File: config.mk
export PLATFORM = sky130hd
export DESIGN_NAME = soc_bus_arbiter
export DESIGN_NICKNAME = d
export VERILOG_FILES = /design/src/rtl/soc_bus_arbiter.sv
export SDC_FILE = /design/constraint.sdc
export NUM_CORES = 1
export LEC_CHECK = 0
export CORE_MARGIN = 2
export CORE_UTILIZATION = 26
export DETAILED_ROUTE_END_ITERATION = 7
export PLACE_DENSITY = 0.61
export SYNTH_ARGS = -nofsm -noshare
export SYNTH_HDL_FRONTEND = slang
export SYNTH_SLANG_ARGS = --single-unit
export TNS_END_PERCENT = 50
File: constraint.sdc
create_clock -name ACLK -period 1.5 [get_ports ACLK]
set_input_delay 0.15 -clock ACLK [delete_from_list [all_inputs] [get_ports ACLK]]
set_output_delay 0.15 -clock ACLK [all_outputs]
set_load 0.01 [all_outputs]
File: src/rtl/soc_bus_arbiter.sv
// soc_bus_arbiter: two-master arbiter for the shared peripheral bus, round-robin on ties.
// Optional macro ARB_BURST_EN lets the last owner keep tied grants for up to MAX_BURST transactions.
module soc_bus_arbiter #(
  parameter int ADDR_W      = 32,
  parameter int DATA_W      = 32,
  parameter int WAIT_CYCLES = 1,
  parameter int MAX_BURST   = 4
) (
  input  logic              ACLK,
  input  logic              RESET,
  input  logic              M0_REQ,
  input  logic [ADDR_W-1:0] M0_ADDR,
  input  logic              M0_WE,
  input  logic [DATA_W-1:0] M0_WDATA,
  output logic              M0_GNT,
  output logic              M0_ACK,
  output logic [DATA_W-1:0] M0_RDATA,
  input  logic              M1_REQ,
  input  logic [ADDR_W-1:0] M1_ADDR,
  input  logic              M1_WE,
  input  logic [DATA_W-1:0] M1_WDATA,
  output logic              M1_GNT,
  output logic              M1_ACK,
  output logic [DATA_W-1:0] M1_RDATA,
  output logic [ADDR_W-1:0] S_ADDR,
  output logic [DATA_W-1:0] S_DATA_O,
  input  logic [DATA_W-1:0] S_DATA_I,
  output logic              S_WRSTB,
  output logic              S_RDSTB,
  output logic              OWNER
);

  if (WAIT_CYCLES < 1 || WAIT_CYCLES > 16) begin : g_bad_wait
    $error("soc_bus_arbiter: WAIT_CYCLES must be in 1..16");
  end
  if (MAX_BURST < 1 || MAX_BURST > 15) begin : g_bad_burst
    $error("soc_bus_arbiter: MAX_BURST must be in 1..15");
  end

  localparam logic [3:0] LP_LAST = 4'(WAIT_CYCLES - 1);

  typedef enum logic [1:0] {ST_IDLE, ST_ACCESS, ST_RESP} state_t;

  state_t            r_state;
  logic [3:0]        r_wait_cnt;
  logic              r_last_owner;
  logic              r_owner;
  logic              r_we;
  logic [ADDR_W-1:0] r_s_addr;
  logic [DATA_W-1:0] r_s_data;
  logic              r_wrstb;
  logic              r_rdstb;
  logic [1:0]        r_gnt;
  logic [1:0]        r_ack;
  logic [DATA_W-1:0] r_rdata0;
  logic [DATA_W-1:0] r_rdata1;

  logic              w_any;
  logic              w_tie;
  logic              w_keep;
  logic              w_gnt_idx;
  logic              w_sel_we;
  logic [ADDR_W-1:0] w_sel_addr;
  logic [DATA_W-1:0] w_sel_wdata;

  assign w_any = M0_REQ | M1_REQ;
  assign w_tie = M0_REQ & M1_REQ;

`ifdef ARB_BURST_EN
  localparam logic [3:0] LP_MAX_BURST = 4'(MAX_BURST);
  logic [3:0] r_burst_cnt;

  // A zero count means no grant since reset, so the first tie still goes round-robin.
  assign w_keep = (r_burst_cnt != 4'd0) && (r_burst_cnt < LP_MAX_BURST);

  always_ff @(posedge ACLK) begin
    if (RESET) begin
      r_burst_cnt <= 4'd0;
    end else if (r_state == ST_IDLE && w_any) begin
      if (w_gnt_idx != r_last_owner) begin
        r_burst_cnt <= 4'd1;
      end else if (r_burst_cnt < LP_MAX_BURST) begin
        r_burst_cnt <= r_burst_cnt + 4'd1;
      end
    end
  end
`else
  assign w_keep = 1'b0;
`endif

  assign w_gnt_idx   = w_tie ? (w_keep ? r_last_owner : ~r_last_owner) : M1_REQ;
  assign w_sel_we    = w_gnt_idx ? M1_WE    : M0_WE;
  assign w_sel_addr  = w_gnt_idx ? M1_ADDR  : M0_ADDR;
  assign w_sel_wdata = w_gnt_idx ? M1_WDATA : M0_WDATA;

  always_ff @(posedge ACLK) begin
    if (RESET) begin
      r_state      <= ST_IDLE;
      r_wait_cnt   <= 4'd0;
      r_last_owner <= 1'b1;
      r_owner      <= 1'b0;
      r_we         <= 1'b0;
      r_s_addr     <= '0;
      r_s_data     <= '0;
      r_wrstb      <= 1'b0;
      r_rdstb      <= 1'b0;
      r_gnt        <= 2'b00;
      r_ack        <= 2'b00;
      r_rdata0     <= '0;
      r_rdata1     <= '0;
    end else begin
      case (r_state)
        ST_IDLE: begin
          if (w_any) begin
            r_state      <= ST_ACCESS;
            r_wait_cnt   <= 4'd0;
            r_owner      <= w_gnt_idx;
            r_last_owner <= w_gnt_idx;
            r_we         <= w_sel_we;
            r_s_addr     <= w_sel_addr;
            r_s_data     <= w_sel_wdata;
            r_wrstb      <= w_sel_we;
            r_rdstb      <= ~w_sel_we;
            r_gnt        <= w_gnt_idx ? 2'b10 : 2'b01;
          end
        end
        ST_ACCESS: begin
          // Single write pulse so FIFO-style slaves see exactly one push.
          r_wrstb <= 1'b0;
          if (r_wait_cnt == LP_LAST) begin
            r_state    <= ST_RESP;
            r_wait_cnt <= 4'd0;
            r_rdstb    <= 1'b0;
            r_ack      <= r_owner ? 2'b10 : 2'b01;
            if (!r_we) begin
              if (r_owner) begin
                r_rdata1 <= S_DATA_I;
              end else begin
                r_rdata0 <= S_DATA_I;
              end
            end
          end else begin
            r_wait_cnt <= r_wait_cnt + 4'd1;
          end
        end
        ST_RESP: begin
          r_state  <= ST_IDLE;
          r_ack    <= 2'b00;
          r_gnt    <= 2'b00;
          r_s_addr <= '0;
          r_s_data <= '0;
        end
        default: r_state <= ST_IDLE;
      endcase
    end
  end

  assign M0_GNT   = r_gnt[0];
  assign M1_GNT   = r_gnt[1];
  assign M0_ACK   = r_ack[0];
  assign M1_ACK   = r_ack[1];
  assign M0_RDATA = r_rdata0;
  assign M1_RDATA = r_rdata1;
  assign S_ADDR   = r_s_addr;
  assign S_DATA_O = r_s_data;
  assign S_WRSTB  = r_wrstb;
  assign S_RDSTB  = r_rdstb;
  assign OWNER    = r_owner;

endmodule

# == Word-level counts from Yosys, hierarchy flattened ==
# Cells that the tools add are included.
# classes
add_sub_neg,1
mul,0
div,0
order_cmp,0
eq_ne,4
n_shift,0
n_mux,25
bitwise,6
reduce_logical,13
# ops
operator,count
$mux 32,4
$pmux 32 s2,2
$mux 2,6
$pmux 2 s2,3
$reduce_and 2->1,5
$mux 4,2
$pmux 4 s2,1
$reduce_and 4->1,2
$reduce_bool 2->1,3
$mux 1,5
$add 4x1->4 const B,1
$logic_not 4->1,1
$ne 2x2->1 const B,2
$not 1->1,4
$pmux 1 s2,2
$reduce_and 3->1,1
$eq 2x1->1 const B,1
$eq 2x2->1 const B,1
$logic_not 2->1,1
$and 1x1->1,1
$or 1x1->1,1
# totals
ff_bits,143
latch_bits,0
mem_bits_rw,0
romBits,0
wordCells,62
memories,0

# == Depth between registers and ports, before layout ==
# logic_depth
ltp_word,6
mapped_depth,8

# == Worst setup path after synthesis ==
# No wires, ideal clock.
# synth_path
path_type,register -> register
start,register r_wait_cnt[0]
end,register r_rdata1[1] (netlist: M1_RDATA[1])
setup_time_ps,141
arrival_time_ps,1365
t_required_ps,1359
path_slack_ps,-6
path_stages_with_launch,8
n_path_buf,1
synth_period_minus_slack_ps,1506
path_cell_list,dfxtp_1 inv_1 ha_1 nor3b_4 nand4b_1 clkbuf_1 nand2_1 a21oi_2
# synth_between
elab_chain_cells,2
# synth_lines
item,line_no,rtl
from (decl),45,logic [3:0] r_wait_cnt;
from (signal assigned),143,r_wait_cnt <= r_wait_cnt + 4'd1;
$logic_not 4->1,130,if (r_wait_cnt == LP_LAST) begin
$reduce_and 4->1 (no source line),-,
to (signal assigned),110,r_rdata1 <= '0;
to (signal assigned),137,r_rdata1 <= S_DATA_I;
to (decl),56,logic [DATA_W-1:0] r_rdata1;
# Every way passes these cells.
# A chain may end at the register's enable or synchronous reset.

# == Worst setup path after layout ==
# layout_path
start,register r_wait_cnt[0]
end,register r_rdata1[15] (netlist: M1_RDATA[15])
# Same word-level chain as after synthesis.

==> out/summary.txt <==
Outcome - finished, violations left
Failing checks - setup timing
H-tree Lvls - 4
Final hold vios - 0
CP bufs+invs - 2
Clk_skew - 13.50 ps
Maximum clock rate - 632.6 MHz
Total track usage - 0.1774
Slew @ Worst Pin - 473.1 ps
Count of nets left with antenna violations after detail routing - 0
EDFF count, synth - 0
Post-CTS Hold Buffers - 0
Startpoint types - register
Number of max-slew violations in the final report - 0
Critical Path Fanout Max - 8
RSZ-0062 raised after global routing - yes
Number of DRC markers in iteration 0 - 206
CTS Buffer Depth - 2
FF-to-FF setup slack - -80 ps
Clock root cell - clkbuf_16
Die height - 153.3 microns
CTS Buf Count - 17
WL final - 22580 microns
Routed vias/inst - 4.738
Yosys warning count - 0
Mapped cell area - 5798 sq um
Dpl hpwl - 14890 microns
Area share of the largest cell type after synthesis - 0.4937
Final period util - 1.054
Row count - 54
Starting density of the core - 0.2657
Minimum clock period after layout - 1581 ps
CTS tree - built
P_leak - 0.004860 uW
Register area - 2873 sq um
Setup violators final - 61
Post-Syn Instances - 653
Clock Latency Late Sink - 420 ps
Post-synth top cells - 143 x dfxtp_1, 136 x nand2_1, 77 x nor2_1
Worst Path Arrival - 1920 ps
Rel. slew slack - 0.6839
Reg2Reg Capture Point - M1_RDATA[15]$_SDFFE_PP0P_
Final net count - 1150
Remaining Overflow, GRT - 0
Pwr Total - 11290 uW
Synth area leaders - dfxtp_1 49%, nand2_1 8.8%, a221oi_1 6.6%, nor3_1 5.3%, a221oi_2 5.2%
Seq/Total Area, Yosys - 0.4937
Max rail drop VDD - 681.3 uV
Initial antenna violation count - 1
Vias in the first global route - 5861
Top-count cell post-synth - dfxtp_1
GPL Wtd Cong - 0.7778
Setup CP Type - reg2reg
Delay-heaviest family, CP - simple AND/OR/NAND/NOR gates
Post-synth top flop - dfxtp_1
PwrDens - 1052 nW/um^2
Worst Setup End Kind - register
Via Count - 6046
WHS Endpoint - S_DATA_O[21]$_SDFFE_PP0P_
Synth unique cells - 43
Clock Pin Slew Worst Setup and Hold Paths - 70 ps
Yosys reg bits - 143
Worst Setup Slack, final - -80.79 ps
# DRC - 0
Avg WL per Cell - 17.69 microns
First-pass detailed-route iteration total - 4
Fillers - 2046
Worst Hold Launch - RESET
Sink Count - 143
Placed Area - 9319 sq um
Largest net degree at the start of global routing - 67
Multi-input logic area - 2925 sq um
Syn Nets - 821
First-pass GRT wire length - 33170 microns
PortBufs - 300
Slowest Stage Delay on Critical Path - 370 ps
Worst path slowest cell - and4b_4
Reg2Reg Depth - 7
Layout cells sized above 1 - 0.2161
Max Cap Viol - 0
Req. time, crit path - 1840 ps
CP cell instances - inv_2 -> ha_2 -> nor3b_4 -> and4b_4 -> clkbuf_16 -> nand2_1 -> a21oi_1
Placeable Area - 21820 sq um
Die footprint - 23510 sq um
Area grow syn2layout - 85.02%
Mean Syn Cell Area - 8.879 sq um
Launching point of the worst reg2reg path - r_wait_cnt[0]$_SDFFE_PP0P_
WHS Path Cells - 2
Io pins - 301
Cell taking the most area after synthesis - dfxtp_1
Worst min-delay path class - in2reg
Post-synth ARST share - 0
Cell area after layout - 10730 sq um
Die W - 153.3 microns
## metrics by stage
| stage | utilization | setup TNS [ps] | worst slack (ps) | hold WS [ps] | instances |
|---|---|---|---|---|---|
| after global placement | 0.4270 | -33150 | -575.5 | 441.0 | 1225 |
| final | 0.4916 | -2147 | -80.79 | 60.31 | 1276 |
| after detailed placement | 0.4270 | -35400 | -645.0 | 446.3 | 1225 |
| after CTS | 0.4654 | -952.7 | -32.34 | 44.42 | 1267 |
| after floorplan | - | -9.183 | -3.345 | 286.0 | 653 |
| after global routing | 0.4916 | -8510 | -149.7 | 60.68 | 1276 |
## worst max path at each step
stage	from	to	slack, ps	cells after the start
CTS	r_state[0]$_SDFFE_PP0P_	S_DATA_O[29]$_SDFFE_PP0P_	-30	7
global route	r_wait_cnt[1]$_SDFFE_PP0P_	M1_RDATA[9]$_SDFFE_PP0P_	-150	7
floorplan	r_wait_cnt[0]$_SDFFE_PP0P_	M1_RDATA[11]$_SDFFE_PP0P_	-3	7
global placement	M0_REQ	S_ADDR[25]$_SDFFE_PP0P_	-580	6
finish	r_wait_cnt[0]$_SDFFE_PP0P_	M1_RDATA[15]$_SDFFE_PP0P_	-80	7
detailed placement	M0_REQ	S_DATA_O[26]$_SDFFE_PP0P_	-640	6
## sequential cells by signal, indices dropped and copies added, names as in the netlist, 2 cells and up
signal and flops:
r_ack 2, M0_RDATA 32, S_DATA_O 32, r_wait_cnt 4, r_gnt 2, M1_RDATA 32, S_ADDR 32, r_state 2
## report_power, final
| part | switching (uW) | internal, uW |
|---|---|---|
| Sequential | 157 | 4090 |
| Clock | 1860 | 2340 |
| Combinational | 1280 | 1550 |
| Total | 3300 | 7990 |
## timing repair
item	4_1_cts	5_1_grt
setup buffers	8	2
pin swaps	10	30
setup endpoints to repair	116	174
resized for setup	53	118
cloned	2	6
endpoints found under the hold margin	0	0
## final cells by class
cell class | instances | share of cell area
multi-input combinational | 449 | 0.2727
sequential | 143 | 0.2678
tap | 280 | 0.03266
clock buffer | 17 | 0.03965
inverter | 3 | 0.001050
clock inverter | 15 | 0.01411
antenna | 1 | 0.0002333
timing repair buffer | 368 | 0.3718
## placed cells by master, fill, tap and decap left out, types with 2 or more instances in the layout
| cell | count |
|---|---|
| a221oi_4 | 6 |
| clkbuf_16 | 22 |
| o21ai_0 | 2 |
| a21oi_4 | 2 |
| nand2_1 | 128 |
| dlygate4sd2_1 | 17 |
| buf_12 | 16 |
| inv_8 | 3 |
| clkdlybuf4s50_1 | 225 |
| nand3_1 | 3 |
| dlymetal6s2s_1 | 57 |
| buf_8 | 3 |
| a21oi_2 | 23 |
| clkinv_2 | 2 |
| dfxtp_2 | 5 |
| a221oi_1 | 19 |
| dfxtp_1 | 137 |
| nand2_4 | 4 |
| buf_4 | 37 |
| inv_2 | 3 |
| a21oi_1 | 48 |
| buf_6 | 7 |
| nor2_1 | 76 |
| clkinv_4 | 5 |
| nand2_2 | 4 |
| inv_6 | 3 |
| nor3_1 | 55 |
| a221oi_2 | 39 |
| nor3_2 | 12 |
| nor2_2 | 2 |
## kinds of logic (layout without fill, tap and decap cells)
group / after synthesis / in the layout / share of synthesized area
flops: 143 / 143 / 0.4937
compound gates: 146 / 147 / 0.2050
buf+inv: 62 / 403 / 0.06841
mux: 3 / 3 / 0.006257
other cells: 0 / 1 / 0
fa+ha+maj: 2 / 2 / 0.004315
simple gates: 297 / 297 / 0.2223
## routing by layer
layer  vias up  global-route usage  wire, microns
li1       2960                   -              -
met1      2835              0.2217           9563
met2       233              0.2893          10940
met3        18             0.06209           1694
met4         0             0.05155            379
met5         -                   0              0
Power figures use the tool's default switching activity.
==> variant 1, RTL diff (same settings) <==
Re-encode `state_t` (3 states) as one-hot, 3 bits wide.
--- a/src/rtl/soc_bus_arbiter.sv
+++ b/src/rtl/soc_bus_arbiter.sv
@@ -40,5 +40,5 @@
   localparam logic [3:0] LP_LAST = 4'(WAIT_CYCLES - 1);
 
-  typedef enum logic [1:0] {ST_IDLE, ST_ACCESS, ST_RESP} state_t;
+  typedef enum logic [2:0] {ST_IDLE = 3'b001, ST_ACCESS = 3'b010, ST_RESP = 3'b100} state_t;
 
   state_t            r_state;
Behaviour: same outputs for any inputs over 4 cycles, from zero or initial values and one cycle with RESET high; so few cycles prove little.
==> variant 1 against the original RTL <==
- the run still ends with negative setup slack left
- fmax shrank 6.1%
- final cell count grew 2.1%
- synthesized area grew 2.2%
- die area grew 2.2%
- worst setup slack lost 0.10 ns
- sequential power grew 2%
- utilization grew 4.6 points
- total power grew 6.4%
- design area grew 13%
- routed wire length grew 17%
- hold slack gained 0.12 ns
- highest routed layer unchanged
- non-clock buffer count grew 21
- sequential cell count grew 1
- critical path type unchanged
==> variant 1: results (changes against the original RTL) <==
power_and_ir_drop:
  p_leak_nw: 5.294  # was 4.860 nW
  ir_worst_vdd_mv: 0.7066  # was 0.6813 mV
grt:
  grt_use_total_pct: 19.03  # was 17.74%
  grt_util_met3_pct: 6.462  # was 6.209%
  grt_pass1_vias: 6249  # was 5,861
  met2_usage_pct: 31.96  # was 28.93%
  globalRouteMet1Util_pct: 22.98  # was 22.17%
final_layout:
  fillers: 2004  # was 2,046
  nNetsFinal: 1172  # was 1,150
  final_layout_size_suffix_gt1_share_pct: 38.15  # was 21.61%
yosys:
  synthCells: 659  # was 653
  synthTopCellsByArea: "dfxtp_1 49%, a21oi_2 8.9%, nand2_1 8.7%"  # was dfxtp_1 49%, nand2_1 8.8%, a221oi_1 6.6%
  synth_commonest_cells: "144 x dfxtp_1, 137 x nand2_1, 78 x a21oi_1"  # was 143 x dfxtp_1, 136 x nand2_1, 77 x nor2_1
  muxShareOfSynthArea_pct: 0.5066  # was 0.6258%
run_status:
  status: "finished, violations left"  # unchanged
  violations: "negative setup slack"  # unchanged
worst_setup_path:
  crit_fanout: 6  # was 8
  reg2reg_to: "M0_RDATA[4]$_SDFFE_PP0P_"  # was M1_RDATA[15]$_SDFFE_PP0P_
  setup.worst_path.start: "r_state[0]$_SDFFE_PP1P_"  # was r_wait_cnt[0]$_SDFFE_PP0P_
timing:
  hold_slack_ns: 0.1805  # was 0.06031 ns
  setup_slack_ns: -0.1828  # was -0.08079 ns
  setup_viol: 127  # was 61
  slew_headroom_pct: 63.65  # was 68.39%
placed_design:
  place_congestion: 0.7270  # was 0.7778
routing:
  drt-total-wl_mm: 26.45  # was 22.58 mm
-- variant 1: cell type report --
type | count | area share [%]
repair buffers | 389 | 38.35
multi-input cells | 448 | 29.99
flip-flops and latches | 144 | 23.96
clock buffers | 20 | 3.695
well taps | 285 | 2.950
clock inverters | 12 | 0.9109
inverters | 4 | 0.1242
diodes | 1 | 0.02070
-- variant 1: per-layer routing --
| metal | vias to the layer above | routed length [um] |
|---|---|---|
| met1 | 3150 | 10880 |
| li1 | 3073 | - |
| met2 | 232 | 13110 |
| met3 | 25 | 1883 |
| met4 | 0 | 577 |
| met5 | - | 0 |
-- variant 1: logic make-up (layout without fill, tap and decap cells) --
family | Yosys count | in the layout
simple gates | 170 | 170
fa+ha+maj | 2 | 2
flops | 144 | 144
mux | 3 | 3
buf+inv | 67 | 425
compound gates | 273 | 273
other cells | 0 | 1
-- variant 1: repair_timing --
item,in CTS,in global routing
gates cloned,12,17
endpoints found under the setup margin,152,197
setup buffers,15,3
gates resized for setup,131,193
pin swaps,72,95
-- variant 1: through the flow --
stage                     total power [mW]  instance area [um^2]  utilization (%)  setup TNS (ns)
after floorplan                      5.465                  5968                -          -11.01
after global placement               6.963                  9548            42.43          -49.84
after detailed placement             6.986                  9548            42.43          -48.21
after CTS                            11.73                 11020            48.96          -13.03
after global routing                 12.52                 12090            53.72          -19.73
final                                12.01                 12090            53.72          -10.65
-- variant 1: where the power goes --
part / total [mW] / switching, mW / internal, mW
Clock: 4.07 / 1.74 / 2.33
Sequential: 4.33 / 0.183 / 4.14
Combinational: 3.61 / 1.63 / 1.98
Total: 12.0 / 3.55 / 8.45
-- variant 1: critical path: stages, from the launching register on --
cell     delay [ns]
dfxtp_4        0.36
or3b_4         0.43
nor4b_4        0.27
buf_6          0.21
buf_6          0.15
nand2_1        0.07
a21oi_2        0.12
==> variant 2, RTL diff (config.mk and constraints unchanged) <==
Made on the original files. `ADDR_W`: 32 -> 48.
--- a/src/rtl/soc_bus_arbiter.sv
+++ b/src/rtl/soc_bus_arbiter.sv
@@ -2,5 +2,5 @@
 // Optional macro ARB_BURST_EN lets the last owner keep tied grants for up to MAX_BURST transactions.
 module soc_bus_arbiter #(
-  parameter int ADDR_W      = 32,
+  parameter int ADDR_W      = 48,
   parameter int DATA_W      = 32,
   parameter int WAIT_CYCLES = 1,
Interface: changed (resized M0_ADDR, M1_ADDR and S_ADDR); port bits go from 301 to 349. No check against the original RTL was run, so the function may have changed too.
==> variant 2 against the original RTL <==
- total power grew 13%
- clock skew barely moved
- largest cell class unchanged
- non-clock buffer count increased by 45
- global-route usage down 0.24 points
- sequential share of layout area is 1.1 points lower
- die area rose by 21%
- worst setup slack improved by 0.014 ns
- synthesized area is 21% higher
- sequential cell count grew 16
- fmax up 0.88%
- design area increased by 16%
- routed wire length is 18% higher
- utilization fell by 2.7 points
- the run still ends with negative setup slack left
==> variant 2: results (changes against the original RTL) <==
run_status:
  status: "finished, violations left"  # unchanged
  violations: "negative setup slack"  # unchanged
timing:
  setup_slack_ns: -0.06693  # was -0.08079 ns
  fin_skew_ns: 0.01324  # was 0.01350 ns
  slew_headroom_pct: 76.91  # was 68.39%
  setup_viol: 45  # was 61
  setup-tns-final_ns: -1.166  # was -2.147 ns
power_and_ir_drop:
  p_sw_share_pct: 30.80  # was 29.25%
  seq-power_mw: 4.75  # was 4.25 mW
  ir_worst_vdd_mv: 0.6774  # was 0.6813 mV
  combPwrFrac_pct: 27.3  # was 25.1%
  p_leak_nw: 5.654  # was 4.860 nW
final_layout:
  fillers: 2529  # was 2,046
  final_layout_size_suffix_gt1_share_pct: 27.20  # was 21.61%
  nNetsFinal: 1290  # was 1,150
  antenna_cells: 0  # was 1
grt:
  grt_use_total_pct: 17.50  # was 17.74%
  grt_pass1_wl_mm: 38.72  # was 33.17 mm
  antenna_found_initial: 0  # was 1
  met2_usage_pct: 29.25  # was 28.93%
  grt_pass1_vias: 6733  # was 5,861
  grt_max_degree: 36  # was 67
  globalRouteMet1Util_pct: 21.66  # was 22.17%
  grt_util_met3_pct: 5.994  # was 6.209%
yosys:
  yosysWarnings: 0  # unchanged
  synth_compound_area_share_pct: 22.75  # was 20.50%
  synthTopCellsByArea: "dfxtp_1 45%, a221oi_2 15%, nor3_2 8.7%"  # was dfxtp_1 49%, nand2_1 8.8%, a221oi_1 6.6%
  synth_commonest_cells: "159 x dfxtp_1, 136 x nand2_1, 94 x nor2_1"  # was 143 x dfxtp_1, 136 x nand2_1, 77 x nor2_1
  ys_seq_area_share_pct: 45.29  # was 49.37%
  synth_fa_ha_area_share_pct: 0.3561  # was 0.4316%
  syn-num-nets: 926  # was 821
  muxShareOfSynthArea_pct: 0.5163  # was 0.6258%
  synth_cell_type_count: 42  # was 43
  synth-xor-area-share_pct: 0  # unchanged
routing:
  wl_met3_mm: 2.252  # was 1.694 mm
  dr_wl_met2_mm: 12.51  # was 10.94 mm
  wl_per_cell_um: 18.50  # was 17.69 um
  route.vias.total: 6824  # was 6,046
  wl_met1_mm: 11.64  # was 9.563 mm
  drt-initial-drc-count: 278  # was 206
worst_setup_path:
  cp_slowest_stage_delay_ns: 0.32  # was 0.37 ns
  rr_worst_depth: 8  # was 7
  critPathSlowestCell: "dfxtp_2"  # was and4b_4
  crit_path_end_kind: "flip-flop"  # unchanged
  reg2reg_to: "M0_RDATA[15]$_SDFFE_PP0P_"  # was M1_RDATA[15]$_SDFFE_PP0P_
placed_design:
  place_congestion: 0.7474  # was 0.7778
  dpl_cell_area_mm2: 0.01111  # was 0.009319 mm^2
  numPortBuffers: 348  # was 300
  hpwl_mm: 17.67  # was 14.89 mm
clocking:
  cts_resized: 58  # was 53
  post_cts_buffers: 4  # was 8
  cts_root_buf: "clkbuf_16"  # unchanged
  clockBufferDepth: 2  # unchanged
  worstSkewPairLatency_ns: 0.43
hold_path:
  hold_end: "r_gnt[0]$_SDFFE_PP0P_"  # was S_DATA_O[21]$_SDFFE_PP0P_
## variant 2: cell type report
cell class / instances / area [um^2] / area share (%)
clock buffer: 17 / 425.4 / 3.426
clock inverter: 15 / 190.2 / 1.532
inverter: 3 / 11.26 / 0.09070
multi-input combinational: 496 / 3652 / 29.42
sequential: 159 / 3188 / 25.68
tap: 341 / 426.7 / 3.436
timing repair buffer: 413 / 4522 / 36.42
## variant 2: through the flow
step	util [%]	power, mW	setup WS (ns)	std cells	hold WS (ns)
after floorplan	-	6.399	0.01667	726	0.2860
after global placement	41.56	8.102	-0.4294	1398	0.4406
after detailed placement	41.56	8.122	-0.4361	1398	0.4478
after CTS	44.39	12.81	-0.08782	1437	0.08096
after global routing	46.46	13.38	-0.1738	1444	0.08930
final	46.46	12.77	-0.06693	1444	0.09356
## variant 2: cell families after synthesis
| family | count (synthesis) |
|---|---|
| adders and majority gates | 2 |
| buffers and inverters | 71 |
| muxes | 3 |
| and+or+nand+nor | 329 |
| AOI/OAI and AO/OA | 162 |
| DFF | 159 |
